[src/rtl/ad_sync_word_detector_if.sv]
// Word-stream bundle between the LVDS deserializer side and the sync word detector.
// The slave modport is the detector's view; master is the producer/consumer side.
interface ad_sync_word_detector_if;
    logic        i_word_valid;
    logic [15:0] iv_word;
    logic [15:0] iv_sync_word0;
    logic [15:0] iv_sync_word1;
    logic [15:0] iv_sync_word2;
    logic [15:0] iv_sync_word3;
    logic [15:0] iv_sync_word4;
    logic [15:0] iv_sync_word5;
    logic [15:0] iv_sync_word6;
    logic        o_sync_found;
    logic        o_locked;
    logic        o_sync_error;
    logic [12:0] ov_line_period;
    logic        o_data_valid;
    logic [15:0] ov_data;
    logic        o_line_start;
    logic [12:0] ov_hcount;

    modport slave (
        input  i_word_valid, iv_word,
        input  iv_sync_word0, iv_sync_word1, iv_sync_word2, iv_sync_word3,
        input  iv_sync_word4, iv_sync_word5, iv_sync_word6,
        output o_sync_found, o_locked, o_sync_error, ov_line_period,
        output o_data_valid, ov_data, o_line_start, ov_hcount
    );

    modport master (
        output i_word_valid, iv_word,
        output iv_sync_word0, iv_sync_word1, iv_sync_word2, iv_sync_word3,
        output iv_sync_word4, iv_sync_word5, iv_sync_word6,
        input  o_sync_found, o_locked, o_sync_error, ov_line_period,
        input  o_data_valid, ov_data, o_line_start, ov_hcount
    );
endinterface

[src/rtl/ad_sync_word_detector.sv]
// Receive-side AD sync detector: finds the 7-word sync sequence, locks onto the line
// period with a flywheel, and delivers pixel words with sync stripped plus a line index.
module ad_sync_word_detector #(
    parameter int unsigned LOCK_CNT   = 3,
    parameter int unsigned UNLOCK_CNT = 2
) (
    input  logic                          clk,
    input  logic                          reset_n,
    ad_sync_word_detector_if.slave        io_bus
);

    localparam logic [1:0]  ST_SEARCH  = 2'd0;
    localparam logic [1:0]  ST_VERIFY  = 2'd1;
    localparam logic [1:0]  ST_LOCKED  = 2'd2;
    localparam logic [3:0]  LOCK_LAST  = 4'(LOCK_CNT - 1);
    localparam logic [3:0]  UNLOCK_LIM = 4'(UNLOCK_CNT);
    localparam logic [12:0] CNT_MAX    = 13'h1FFF;
    localparam int          DL         = 7;

    function automatic logic [12:0] f_sat_inc(input logic [12:0] v);
        f_sat_inc = (v == CNT_MAX) ? CNT_MAX : v + 13'd1;
    endfunction

    // Matcher, line counter and lock FSM state
    logic [2:0]  r_m;
    logic [12:0] r_line_cnt;
    logic [1:0]  r_state;
    logic [2:0]  r_cnt;
    logic [2:0]  r_miss;
    logic [12:0] r_period;
    logic        r_have_period;

    // Delay line and output-side state
    logic [15:0]   r_dl_word [DL];
    logic [DL-1:0] r_dl_vld;
    logic [DL-1:0] r_dl_tag;
    logic          r_after_tag;
    logic [12:0]   r_hc_next;

    logic          r_sync_found;
    logic          r_locked;
    logic          r_sync_error;
    logic [12:0]   r_line_period;
    logic          r_data_valid;
    logic [15:0]   r_data;
    logic          r_line_start;
    logic [12:0]   r_hcount;

    logic          w_valid;
    logic [15:0]   w_sync_exp;
    logic          w_hit;
    logic          w_is_sync0;
    logic          w_found;
    logic [2:0]    w_m_next;
    logic [12:0]   w_line_inc;
    logic          w_expected;
    logic [3:0]    w_cnt_inc;
    logic [3:0]    w_miss_inc;
    logic [1:0]    w_state_next;
    logic [2:0]    w_cnt_next;
    logic [2:0]    w_miss_next;
    logic [12:0]   w_period_next;
    logic          w_have_next;
    logic          w_err;
    logic          w_flywheel;
    logic          w_leave;
    logic          w_out_data;
    logic          w_out_tag;
    logic [12:0]   w_hc;
    logic [12:0]   w_hc_inc;

    assign w_valid    = io_bus.i_word_valid;
    assign w_hit      = (io_bus.iv_word == w_sync_exp);
    assign w_is_sync0 = (io_bus.iv_word == io_bus.iv_sync_word0);
    assign w_found    = w_valid && w_hit && (r_m == 3'd6);
    // The measured period and the saturating line-count increment are the same value
    assign w_line_inc = f_sat_inc(r_line_cnt);
    assign w_expected = w_valid && (r_state == ST_LOCKED) && (w_line_inc == r_period);
    assign w_cnt_inc  = {1'b0, r_cnt} + 4'd1;
    assign w_miss_inc = {1'b0, r_miss} + 4'd1;

    assign w_leave    = w_valid && r_dl_vld[DL-1];
    assign w_out_data = w_leave && !r_dl_tag[DL-1];
    assign w_out_tag  = w_leave && r_dl_tag[DL-1];
    assign w_hc       = r_after_tag ? 13'd0 : r_hc_next;
    assign w_hc_inc   = f_sat_inc(w_hc);

    // Select the sync word the matcher expects next
    always_comb begin
        w_sync_exp = io_bus.iv_sync_word0;
        case (r_m)
            3'd0:    w_sync_exp = io_bus.iv_sync_word0;
            3'd1:    w_sync_exp = io_bus.iv_sync_word1;
            3'd2:    w_sync_exp = io_bus.iv_sync_word2;
            3'd3:    w_sync_exp = io_bus.iv_sync_word3;
            3'd4:    w_sync_exp = io_bus.iv_sync_word4;
            3'd5:    w_sync_exp = io_bus.iv_sync_word5;
            3'd6:    w_sync_exp = io_bus.iv_sync_word6;
            default: w_sync_exp = io_bus.iv_sync_word0;
        endcase
    end

    // Matcher next index; a mismatch only retries against sync word 0
    always_comb begin
        w_m_next = r_m;
        if (!w_valid) begin
            w_m_next = r_m;
        end else if (w_hit) begin
            w_m_next = (r_m == 3'd6) ? 3'd0 : r_m + 3'd1;
        end else if (w_is_sync0) begin
            w_m_next = 3'd1;
        end else begin
            w_m_next = 3'd0;
        end
    end

    // Lock FSM next-state, period verification and flywheel error detection
    always_comb begin
        w_state_next  = r_state;
        w_cnt_next    = r_cnt;
        w_miss_next   = r_miss;
        w_period_next = r_period;
        w_have_next   = r_have_period;
        w_err         = 1'b0;
        w_flywheel    = 1'b0;
        case (r_state)
            ST_SEARCH: begin
                if (w_found) begin
                    w_state_next = ST_VERIFY;
                    w_cnt_next   = 3'd0;
                    w_have_next  = 1'b0;
                end else begin
                    w_state_next = ST_SEARCH;
                end
            end
            ST_VERIFY: begin
                if (!w_found) begin
                    w_state_next = ST_VERIFY;
                end else if (r_have_period && (w_line_inc == r_period)) begin
                    if (w_cnt_inc >= LOCK_LAST) begin
                        w_state_next = ST_LOCKED;
                        w_cnt_next   = 3'd0;
                        w_miss_next  = 3'd0;
                    end else begin
                        w_cnt_next   = w_cnt_inc[2:0];
                    end
                end else begin
                    w_period_next = w_line_inc;
                    w_have_next   = 1'b1;
                    w_cnt_next    = 3'd0;
                end
            end
            ST_LOCKED: begin
                // A sync that is missing at, or present away from, the expected beat counts as a miss
                if (w_valid && (w_expected != w_found)) begin
                    w_err      = 1'b1;
                    w_flywheel = w_expected;
                    if (w_miss_inc >= UNLOCK_LIM) begin
                        w_state_next = ST_SEARCH;
                        w_miss_next  = 3'd0;
                    end else begin
                        w_miss_next  = w_miss_inc[2:0];
                    end
                end else if (w_found) begin
                    w_miss_next = 3'd0;
                end else begin
                    w_state_next = ST_LOCKED;
                end
            end
            default: begin
                w_state_next = ST_SEARCH;
                w_cnt_next   = 3'd0;
                w_miss_next  = 3'd0;
            end
        endcase
    end

    // Matcher, line counter and lock FSM registers
    always_ff @(posedge clk or negedge reset_n) begin
        if (!reset_n) begin
            r_m           <= 3'd0;
            r_line_cnt    <= 13'd0;
            r_state       <= ST_SEARCH;
            r_cnt         <= 3'd0;
            r_miss        <= 3'd0;
            r_period      <= 13'd0;
            r_have_period <= 1'b0;
        end else if (w_valid) begin
            r_m           <= w_m_next;
            r_line_cnt    <= (w_found || w_flywheel) ? 13'd0 : w_line_inc;
            r_state       <= w_state_next;
            r_cnt         <= w_cnt_next;
            r_miss        <= w_miss_next;
            r_period      <= w_period_next;
            r_have_period <= w_have_next;
        end
    end

    // Delay line: a completed match tags the six held words and the incoming one
    always_ff @(posedge clk or negedge reset_n) begin
        if (!reset_n) begin
            for (int k = 0; k < DL; k++) begin
                r_dl_word[k] <= 16'd0;
            end
            r_dl_vld <= '0;
            r_dl_tag <= '0;
        end else if (w_valid) begin
            r_dl_word[0] <= io_bus.iv_word;
            for (int k = 1; k < DL; k++) begin
                r_dl_word[k] <= r_dl_word[k-1];
            end
            r_dl_vld <= {r_dl_vld[DL-2:0], 1'b1};
            r_dl_tag <= w_found ? {DL{1'b1}} : {r_dl_tag[DL-2:0], 1'b0};
        end
    end

    // Registered outputs: status pulses, measured period, pixel word and line index
    always_ff @(posedge clk or negedge reset_n) begin
        if (!reset_n) begin
            r_sync_found  <= 1'b0;
            r_locked      <= 1'b0;
            r_sync_error  <= 1'b0;
            r_line_period <= 13'd0;
            r_data_valid  <= 1'b0;
            r_data        <= 16'd0;
            r_line_start  <= 1'b0;
            r_hcount      <= 13'd0;
            r_after_tag   <= 1'b0;
            r_hc_next     <= 13'd0;
        end else begin
            r_sync_found <= w_found;
            r_sync_error <= w_err;
            r_locked     <= (w_state_next == ST_LOCKED);
            r_data_valid <= w_out_data;
            r_line_start <= w_out_data && r_after_tag;
            if (w_found) begin
                r_line_period <= w_line_inc;
            end
            if (w_leave) begin
                r_data <= r_dl_word[DL-1];
            end
            if (w_out_data) begin
                r_hcount    <= w_hc;
                r_hc_next   <= w_hc_inc;
                r_after_tag <= 1'b0;
            end else if (w_out_tag) begin
                r_after_tag <= 1'b1;
            end
        end
    end

    assign io_bus.o_sync_found   = r_sync_found;
    assign io_bus.o_locked       = r_locked;
    assign io_bus.o_sync_error   = r_sync_error;
    assign io_bus.ov_line_period = r_line_period;
    assign io_bus.o_data_valid   = r_data_valid;
    assign io_bus.ov_data        = r_data;
    assign io_bus.o_line_start   = r_line_start;
    assign io_bus.ov_hcount      = r_hcount;

endmodule

[src/flat_wrapper.sv]
// flat-port wrapper written by rule: the top's interface ports become plain ports
module ad_sync_word_detector_flat 
#(
    parameter int unsigned LOCK_CNT   = 3,
    parameter int unsigned UNLOCK_CNT = 2
)
  (clk, reset_n, io_bus_i_word_valid, io_bus_iv_word, io_bus_iv_sync_word0, io_bus_iv_sync_word1, io_bus_iv_sync_word2, io_bus_iv_sync_word3, io_bus_iv_sync_word4, io_bus_iv_sync_word5, io_bus_iv_sync_word6, io_bus_o_sync_found, io_bus_o_locked, io_bus_o_sync_error, io_bus_ov_line_period, io_bus_o_data_valid, io_bus_ov_data, io_bus_o_line_start, io_bus_ov_hcount);
  ad_sync_word_detector_if io_bus_i ();
  input  logic clk;
  input  logic reset_n;
  input wire logic [$bits(io_bus_i.i_word_valid)-1:0] io_bus_i_word_valid;
  input wire logic [$bits(io_bus_i.iv_word)-1:0] io_bus_iv_word;
  input wire logic [$bits(io_bus_i.iv_sync_word0)-1:0] io_bus_iv_sync_word0;
  input wire logic [$bits(io_bus_i.iv_sync_word1)-1:0] io_bus_iv_sync_word1;
  input wire logic [$bits(io_bus_i.iv_sync_word2)-1:0] io_bus_iv_sync_word2;
  input wire logic [$bits(io_bus_i.iv_sync_word3)-1:0] io_bus_iv_sync_word3;
  input wire logic [$bits(io_bus_i.iv_sync_word4)-1:0] io_bus_iv_sync_word4;
  input wire logic [$bits(io_bus_i.iv_sync_word5)-1:0] io_bus_iv_sync_word5;
  input wire logic [$bits(io_bus_i.iv_sync_word6)-1:0] io_bus_iv_sync_word6;
  output wire logic [$bits(io_bus_i.o_sync_found)-1:0] io_bus_o_sync_found;
  output wire logic [$bits(io_bus_i.o_locked)-1:0] io_bus_o_locked;
  output wire logic [$bits(io_bus_i.o_sync_error)-1:0] io_bus_o_sync_error;
  output wire logic [$bits(io_bus_i.ov_line_period)-1:0] io_bus_ov_line_period;
  output wire logic [$bits(io_bus_i.o_data_valid)-1:0] io_bus_o_data_valid;
  output wire logic [$bits(io_bus_i.ov_data)-1:0] io_bus_ov_data;
  output wire logic [$bits(io_bus_i.o_line_start)-1:0] io_bus_o_line_start;
  output wire logic [$bits(io_bus_i.ov_hcount)-1:0] io_bus_ov_hcount;
  assign io_bus_i.i_word_valid = io_bus_i_word_valid;
  assign io_bus_i.iv_word = io_bus_iv_word;
  assign io_bus_i.iv_sync_word0 = io_bus_iv_sync_word0;
  assign io_bus_i.iv_sync_word1 = io_bus_iv_sync_word1;
  assign io_bus_i.iv_sync_word2 = io_bus_iv_sync_word2;
  assign io_bus_i.iv_sync_word3 = io_bus_iv_sync_word3;
  assign io_bus_i.iv_sync_word4 = io_bus_iv_sync_word4;
  assign io_bus_i.iv_sync_word5 = io_bus_iv_sync_word5;
  assign io_bus_i.iv_sync_word6 = io_bus_iv_sync_word6;
  assign io_bus_o_sync_found = io_bus_i.o_sync_found;
  assign io_bus_o_locked = io_bus_i.o_locked;
  assign io_bus_o_sync_error = io_bus_i.o_sync_error;
  assign io_bus_ov_line_period = io_bus_i.ov_line_period;
  assign io_bus_o_data_valid = io_bus_i.o_data_valid;
  assign io_bus_ov_data = io_bus_i.ov_data;
  assign io_bus_o_line_start = io_bus_i.o_line_start;
  assign io_bus_ov_hcount = io_bus_i.ov_hcount;
  ad_sync_word_detector #(.LOCK_CNT(LOCK_CNT), .UNLOCK_CNT(UNLOCK_CNT)) u_core (.clk(clk), .reset_n(reset_n), .io_bus(io_bus_i));
endmodule
[config.mk]
export PLATFORM = sky130hd
export DESIGN_NAME = ad_sync_word_detector_flat
export DESIGN_NICKNAME = d
export VERILOG_FILES = /design/src/rtl/ad_sync_word_detector_if.sv /design/src/rtl/ad_sync_word_detector.sv /design/src/flat_wrapper.sv
export SDC_FILE = /design/constraint.sdc
export NUM_CORES = 1
export LEC_CHECK = 0
export ABC_AREA = 1
export CAP_MARGIN = 20
export CORE_ASPECT_RATIO = 1.4
export CORE_MARGIN = 2
export CORE_UTILIZATION = 36
export DETAILED_ROUTE_END_ITERATION = 8
export SETUP_SLACK_MARGIN = 0.02
export SYNTH_ARGS = -nofsm -noshare
export SYNTH_HDL_FRONTEND = slang
export SYNTH_SLANG_ARGS = --single-unit
[constraint.sdc]
create_clock -name clk -period 4 [get_ports clk]
set_input_delay 0.8 -clock clk [delete_from_list [all_inputs] [get_ports clk]]
set_output_delay 0.8 -clock clk [all_outputs]
set_load 0.01 [all_outputs]
Word level (Yosys, flattened, before mapping):

Index checks and enable logic that the tools add are counted.

* add/sub/neg operators: 5
* $lt $le $gt $ge: 2
* equal/unequal tests: 21
* multiplexer cells: 38
* bitwise logic cells: 3
* reduce and logical (&&, ||, !) cells: 19

Operators with widths (number)
* $pmux 16 s6: 1
* $mux 13: 4
* $mux 3: 11
* $eq 16x16->1: 2
* $add 13x1->13 const B: 2
* $eq 13x13->1 const B: 2
* $pmux 3 s3: 2
* $eq 13x13->1: 1
* $mux 2: 6
* $mux 1: 11
* $logic_and 1x1->1: 10
* $eq 3x3->1 const B: 3
* $add 3x1->4 const B: 2
* $ge 4x2->1 const B: 2
* $ne 2x1->1 const B: 4
* $reduce_and 4->1: 2
* $mux 7: 1
* $eq 3x2->1 const B: 2
* $pmux 2 s3: 1
* $reduce_and 6->1: 1
* $reduce_and 5->1: 1
* $eq 2x2->1 const B: 2
* $reduce_bool 2->1: 2
* $add 3x1->3 const B: 1
* other kinds (10): 12

* flip-flop bits (word level): 225
* bits of input ports: 131
* output and inout port bits: 47
* word-level logic and storage cells: 114

Longest topological paths before layout:

* word-level depth: 11
* mapped depth: 24
* depth with buffers taken out: 21

Worst setup path after synthesis:

OpenSTA, ideal clock, no wires.

* kind: register to register
* from: reg u_core.r_m[1]
* to: reg u_core.r_period[8]
* setup time: 0.119 ns
* arrival: 2.750 ns
* required time: 3.881 ns
* path slack: 1.131 ns
* stages on the path, launching flop included: 23
* path buffers: 5
* clock period less this slack: 2.869 ns
* cells stage by stage: dfrtp_1 buf_4 buf_2 nand2_1 inv_1 ha_1 buf_2 clkbuf_1 nand2_1 nand2_1 nor2_1 nand3_1 nand2_1 nand2_1 nor2_1 nand2_1 nor2_2 nand3_2 nor2_4 nand2_4 buf_6 nand2_1 o21ai_2

* word-level cells in the longest chain between the ends: 6
* elaborated cells between the ends (all ways): 11
* classes of those cells: eq/ne: 7; mux: 1; reduce/logical: 3

RTL lines
* start, declared: RTL line ad_sync_word_detector.sv:25 `logic [2:0] r_m;`
* start signal, assigned: RTL line ad_sync_word_detector.sv:189 `r_m <= w_m_next;`
* $eq 3x3->1, or another cell as far along: RTL line ad_sync_word_detector.sv:75, ad_sync_word_detector.sv:91
* $pmux 16 s6: RTL line ad_sync_word_detector.sv:91 `case (r_m)`
* $eq 16x16->1: RTL line ad_sync_word_detector.sv:73 `assign w_hit = (io_bus.iv_word == w_sync_exp);`
* $logic_and 1x1->1: RTL line ad_sync_word_detector.sv:75 `assign w_found = w_valid && w_hit && (r_m == 3'd6);`
* $logic_and 1x1->1 (*): RTL line ad_sync_word_detector.sv:75
* $reduce_and 4->1 (no source line) (*)
* end signal, assigned: RTL line ad_sync_word_detector.sv:194 `r_period <= w_period_next;`
* end, declared: RTL line ad_sync_word_detector.sv:30 `logic [12:0] r_period;`

Mark *: on every way between the ends. The rest lies on a longest branch, timed or not.
A chain may end at the register's enable or synchronous reset.

Final worst setup path:

* from: reg u_core.r_m[1]
* to: reg u_core.r_period[1]

Same word-level chain as after synthesis.

==> results.txt <==
* Fraction of power consumed by combinational cells: 20.7%
- Of the post-synthesis cell area, the dominant cell type holds 50.3%.
- sky130_fd_sc_hd__dfrtp_1 takes more of the synthesized area than any other cell.
* Cts repair resizes: 0
* Most repeated cell in the gate-level netlist after synthesis: sky130_fd_sc_hd__nand2_1
- Capture instance of the worst register-to-register path: u_core.r_period[1]$_DFFE_PN0P_
- The worst path uses 85.1% of the clock period.
- Setup violations remaining at the end of the flow were counted as 0.
- The initial utilization of the core area, before any placement, comes to roughly 36%.
- In this run the power density over the cells is ~450 nW/µm².
- The worst setup path is captured at a flip-flop.
- Sum of negative setup slack: 0 ns
* Most used flip-flop cell after synthesis: sky130_fd_sc_hd__dfrtp_1
- For this run, the share of the core covered by cells in the final layout is 45.8%.
- Count of flip-flops with a built-in enable after synthesis: 0
- Number of buffers on the longest clock path: 3
- After clock tree synthesis, the clock-pin slew on the worst setup and hold paths is 0.06 ns.
- Register-to-Register Path Depth: 17
* Clock sink total: 225
- Counting every net in the synthesized netlist gives 1,574.
* Global-route wire length before repair: around 46 mm
- Highest clock frequency the design can meet: slightly below 300 MHz
- The internal portion of the total power is 4.52 mW.
- Across the VDD grid, the largest voltage drop is about 0.26 mV.
- Data on the critical path arrives at its endpoint at roughly 3.8 ns.
* Crit path largest cell delay: 0.50 ns
- Antenna violations before repair: 2
- Worst-margin pin slew: 0.775 ns
- Min-Delay Path Class: in2async
* Critical Path Fanout Max: 27
- CTS root buffer: sky130_fd_sc_hd__clkbuf_16
- Total of buffers placed on input and output ports: 177
- Die area: between 30,000 and 40,000 µm²
* Maximum level of the CTS H-tree: 1
- The pre-antenna-repair detailed-routing pass consisted of 5 iterations.
* Crit path launch: u_core.r_m[1]$_DFFE_PN0P_
- On the final layout, the worst clock skew is 0.0202 ns.
- Detailed placement finished with a half-perimeter wire length of 19.4 mm.
- Leak Pwr: 6.69 nW
- Leading post-synthesis cells by instance count: sky130_fd_sc_hd__nand2_1, sky130_fd_sc_hd__dfrtp_1, sky130_fd_sc_hd__inv_1, sky130_fd_sc_hd__o21ai_0, sky130_fd_sc_hd__nor2_1
- Setup slack on the worst reg-to-reg path comes out at 0.60 ns.
- R2R Path Start: u_core.r_m[1]$_DFFE_PN0P_
* Avg WL per Cell: 13.5 µm
- Routed via count divided by cell count: 4.81
* Max-Cap Viols: 0
- In this run the tightest slew margin relative to its limit is 48.3%.
- Critical path, cell by cell: nand2_1 -> inv_1 -> ha_1 -> a21oi_4 -> nand3_1 -> nand3_1 -> nand2_1 -> nand2_1 -> nand2_1 -> inv_1 -> nand2_1 -> nor2_2 -> nand3_2 -> nor2_4 -> nand2_4 -> nor2_1 -> a21oi_2
* Core region area: 30,700 µm²
* Remaining design rule violation count: 0
- Proportion of power drawn by the clock network: between 30% and 40%
- The flow ran to the end, and the final reports show no timing, DRC or antenna violations.
- Row generation in the floorplan step produced 76 rows.
- The setup path with the least slack is of type reg2reg.
* Post-detailed-routing wire length: approximately 27 mm
* I/O pin total: 178
- Design area: 14,100 µm²
- Cell types with the largest area share after synthesis: sky130_fd_sc_hd__dfrtp_1, sky130_fd_sc_hd__nand2_1, sky130_fd_sc_hd__o21ai_0
* Pin count of the biggest net entering global routing: 102
- Slew Limit Fails: 0
* Vertical die dimension: 213 µm
- Clock latency of the later-clocked register in the worst-skew pair: about 0.52 ns
- Capture point of the worst path: u_core.r_period[1]$_DFFE_PN0P_
- GRT Overall Usage: 16.9%
* Min cycle time layout: 3.40 ns
- Number of buffers added for setup after CTS: 0
- From synthesis to final layout, the design area changed by 25.7%.
* Number of standard cells after synthesis: between 1k and 1.5k
- Total congestion overflow: 0
- The worst setup path is launched from a flip-flop.
- The number of global-route vias before repair came to 9,539.
- Cells with a size suffix above 1 make up under 10% of the layout.
* Total via count after detailed routing: 9,617
- After the first detailed-routing iteration, the DRC count stood at 490.
- In this run the cell area measured after placement is 13,300 µm².
* Average size of a mapped cell: about 8 µm²
* Die boundary width: 153 µm
- CTS tree: built
- In this run the cell area of the synthesized design comes to 11,200 µm².
- The final layout contains 1,730 nets.
* Switching share of power: 28.5%
- Portion of total power attributed to sequential cells: 45.2%
- The hold violation count in the final report was 0.
- Setup repair after global routing left no endpoint under its margin.
* Number of antenna-violating nets in the routed design: 0
- In this run, post-CTS hold repair placed 0 buffers.
- Required time reported for the critical path endpoint: 4.40 ns
- Gpl congestion: 0.882
- Yosys printed 0 warnings.
- In this run, synthesis produced a sequential element count of about 230.
* Fraction of synthesis flops using an asynchronous set or reset pin: 100%
- For this design the total switching power over the nets is 1.80 mW.
* Worst hold slack: 0.318 ns
- Count of unique library cells instantiated by Yosys: 47
- In this design, the critical path's most frequently occurring cell is sky130_fd_sc_hd__nand2_1.
- TritonCTS Buffers: 23
- Sequential elements use 50.3% of the synthesized area.
- Among all stages on the critical path, the largest delay is contributed by sky130_fd_sc_hd__a21oi_4.
==> logic make-up (layout without fill, tap and decap cells) <==
family | count (synthesis) | after routing | share of synthesized area, %
other | 0 | 2 | 0
buffers and inverters | 241 | 412 | 8.64
and+or+nand+nor | 725 | 725 | 27.6
adders and majority gates | 7 | 7 | 0.783
DFF | 225 | 225 | 50.3
AOI/OAI and AO/OA | 215 | 215 | 10.8
xor gates and xnor gates | 23 | 23 | 1.87
==> layout make-up <==
class,count,area (µm²)
Sequential cell,225,5630
Fill cell,3087,16700
Clock buffer,32,659
Tap cell,390,488
Timing Repair Buffer,200,1950
Antenna cell,2,5.00
Multi-Input combinational cell,970,4590
Clock inverter,8,93.8
Inverter,172,648
==> state kept, by name (all words and copies together), names as in the netlist, 2 cells and up <==
signal	count
u_core.r_line_cnt	13
u_core.io_bus.ov_data	16
u_core.r_state	2
u_core.r_dl_vld	7
u_core.r_period	13
u_core.r_hc_next	13
u_core.io_bus.ov_line_period	13
u_core.r_dl_tag	7
u_core.r_miss	3
u_core.r_cnt	3
u_core.r_dl_word	112
u_core.r_m	3
u_core.io_bus.ov_hcount	13
==> layout by cell type (no fill, tap or decap), types with 2 or more instances in the layout <==
master,synthesis,final
sky130_fd_sc_hd__o21ai_2,3,3
sky130_fd_sc_hd__clkbuf_16,0,23
sky130_fd_sc_hd__o22ai_1,8,8
sky130_fd_sc_hd__a32oi_1,2,2
sky130_fd_sc_hd__nand3_1,84,84
sky130_fd_sc_hd__a21oi_1,7,7
sky130_fd_sc_hd__clkdlybuf4s50_1,0,175
sky130_fd_sc_hd__ha_1,7,7
sky130_fd_sc_hd__a21oi_2,6,6
sky130_fd_sc_hd__o21ai_0,152,152
sky130_fd_sc_hd__dfrtp_1,225,225
sky130_fd_sc_hd__nor2_2,4,4
sky130_fd_sc_hd__o2111ai_1,2,2
sky130_fd_sc_hd__xnor2_1,10,10
sky130_fd_sc_hd__bufinv_16,0,2
sky130_fd_sc_hd__o32ai_1,2,2
sky130_fd_sc_hd__a31oi_1,7,7
sky130_fd_sc_hd__and2_1,4,4
sky130_fd_sc_hd__o31ai_1,2,2
sky130_fd_sc_hd__nor2_1,105,105
sky130_fd_sc_hd__nor3_1,8,8
sky130_fd_sc_hd__clkbuf_8,0,5
sky130_fd_sc_hd__clkinv_2,0,5
sky130_fd_sc_hd__o211ai_1,2,2
sky130_fd_sc_hd__inv_1,169,169
sky130_fd_sc_hd__buf_4,4,24
sky130_fd_sc_hd__a22oi_1,7,7
sky130_fd_sc_hd__nand4_1,73,73
sky130_fd_sc_hd__diode_2,0,2
sky130_fd_sc_hd__nand2_1,436,436
sky130_fd_sc_hd__clkbuf_1,41,4
sky130_fd_sc_hd__or2_2,4,4
sky130_fd_sc_hd__o21ai_1,9,9
sky130_fd_sc_hd__xor2_1,12,12
==> metal layers <==
layer	GRT usage (%)	vias up	wire length [µm]
li1	-	4939	-
met1	20.3	4417	11500
met2	30.4	215	13300
met3	2.83	46	1380
met4	6.61	0	835
met5	0	-	0
==> worst min-delay path by stage <==
stage,startpoint,endpoint,slack [ns],cells after the start
2_1_floorplan,u_core.r_dl_vld[0]$_DFFE_PN0P_,u_core.r_dl_vld[0]$_DFFE_PN0P_,0.44,1
3_3_place_gp,u_core.r_dl_vld[0]$_DFFE_PN0P_,u_core.r_dl_vld[0]$_DFFE_PN0P_,0.45,1
3_5_place_dp,u_core.r_dl_vld[0]$_DFFE_PN0P_,u_core.r_dl_vld[0]$_DFFE_PN0P_,0.45,1
4_1_cts,reset_n,u_core.r_dl_word[30]$_DFFE_PN0P_,0.34,1
5_1_grt,reset_n,u_core.r_dl_word[7]$_DFFE_PN0P_,0.36,1
6_report,reset_n,u_core.r_dl_word[7]$_DFFE_PN0P_,0.32,1
==> power by group through the flow <==
stage	combinational [mW]	clock, mW	sequential (mW)
after floorplan	0.703	0	2.89
after global placement	1.30	0	2.88
after detailed placement	1.33	0	2.89
after CTS	1.33	2.23	2.86
after global routing	1.50	2.33	2.90
final	1.31	2.16	2.85
==> worst max-delay path: cells and delay by family (launching register included) <==
family          cells  cell delay [ns]
buf+inv             2             0.11
simple gates       12             1.75
flops               1             0.47
fa+ha+maj           1             0.42
compound gates      2             0.54
==> through the flow <==
step,setup slack [ns],power (mW),instances
after floorplan,1.13,3.60,1436
after global placement,0.611,4.19,1957
after detailed placement,0.525,4.22,1957
after CTS,0.534,6.42,1997
after global routing,0.177,6.73,1999
final,0.597,6.31,1999
No activity file was read; power rests on OpenSTA's default activity.
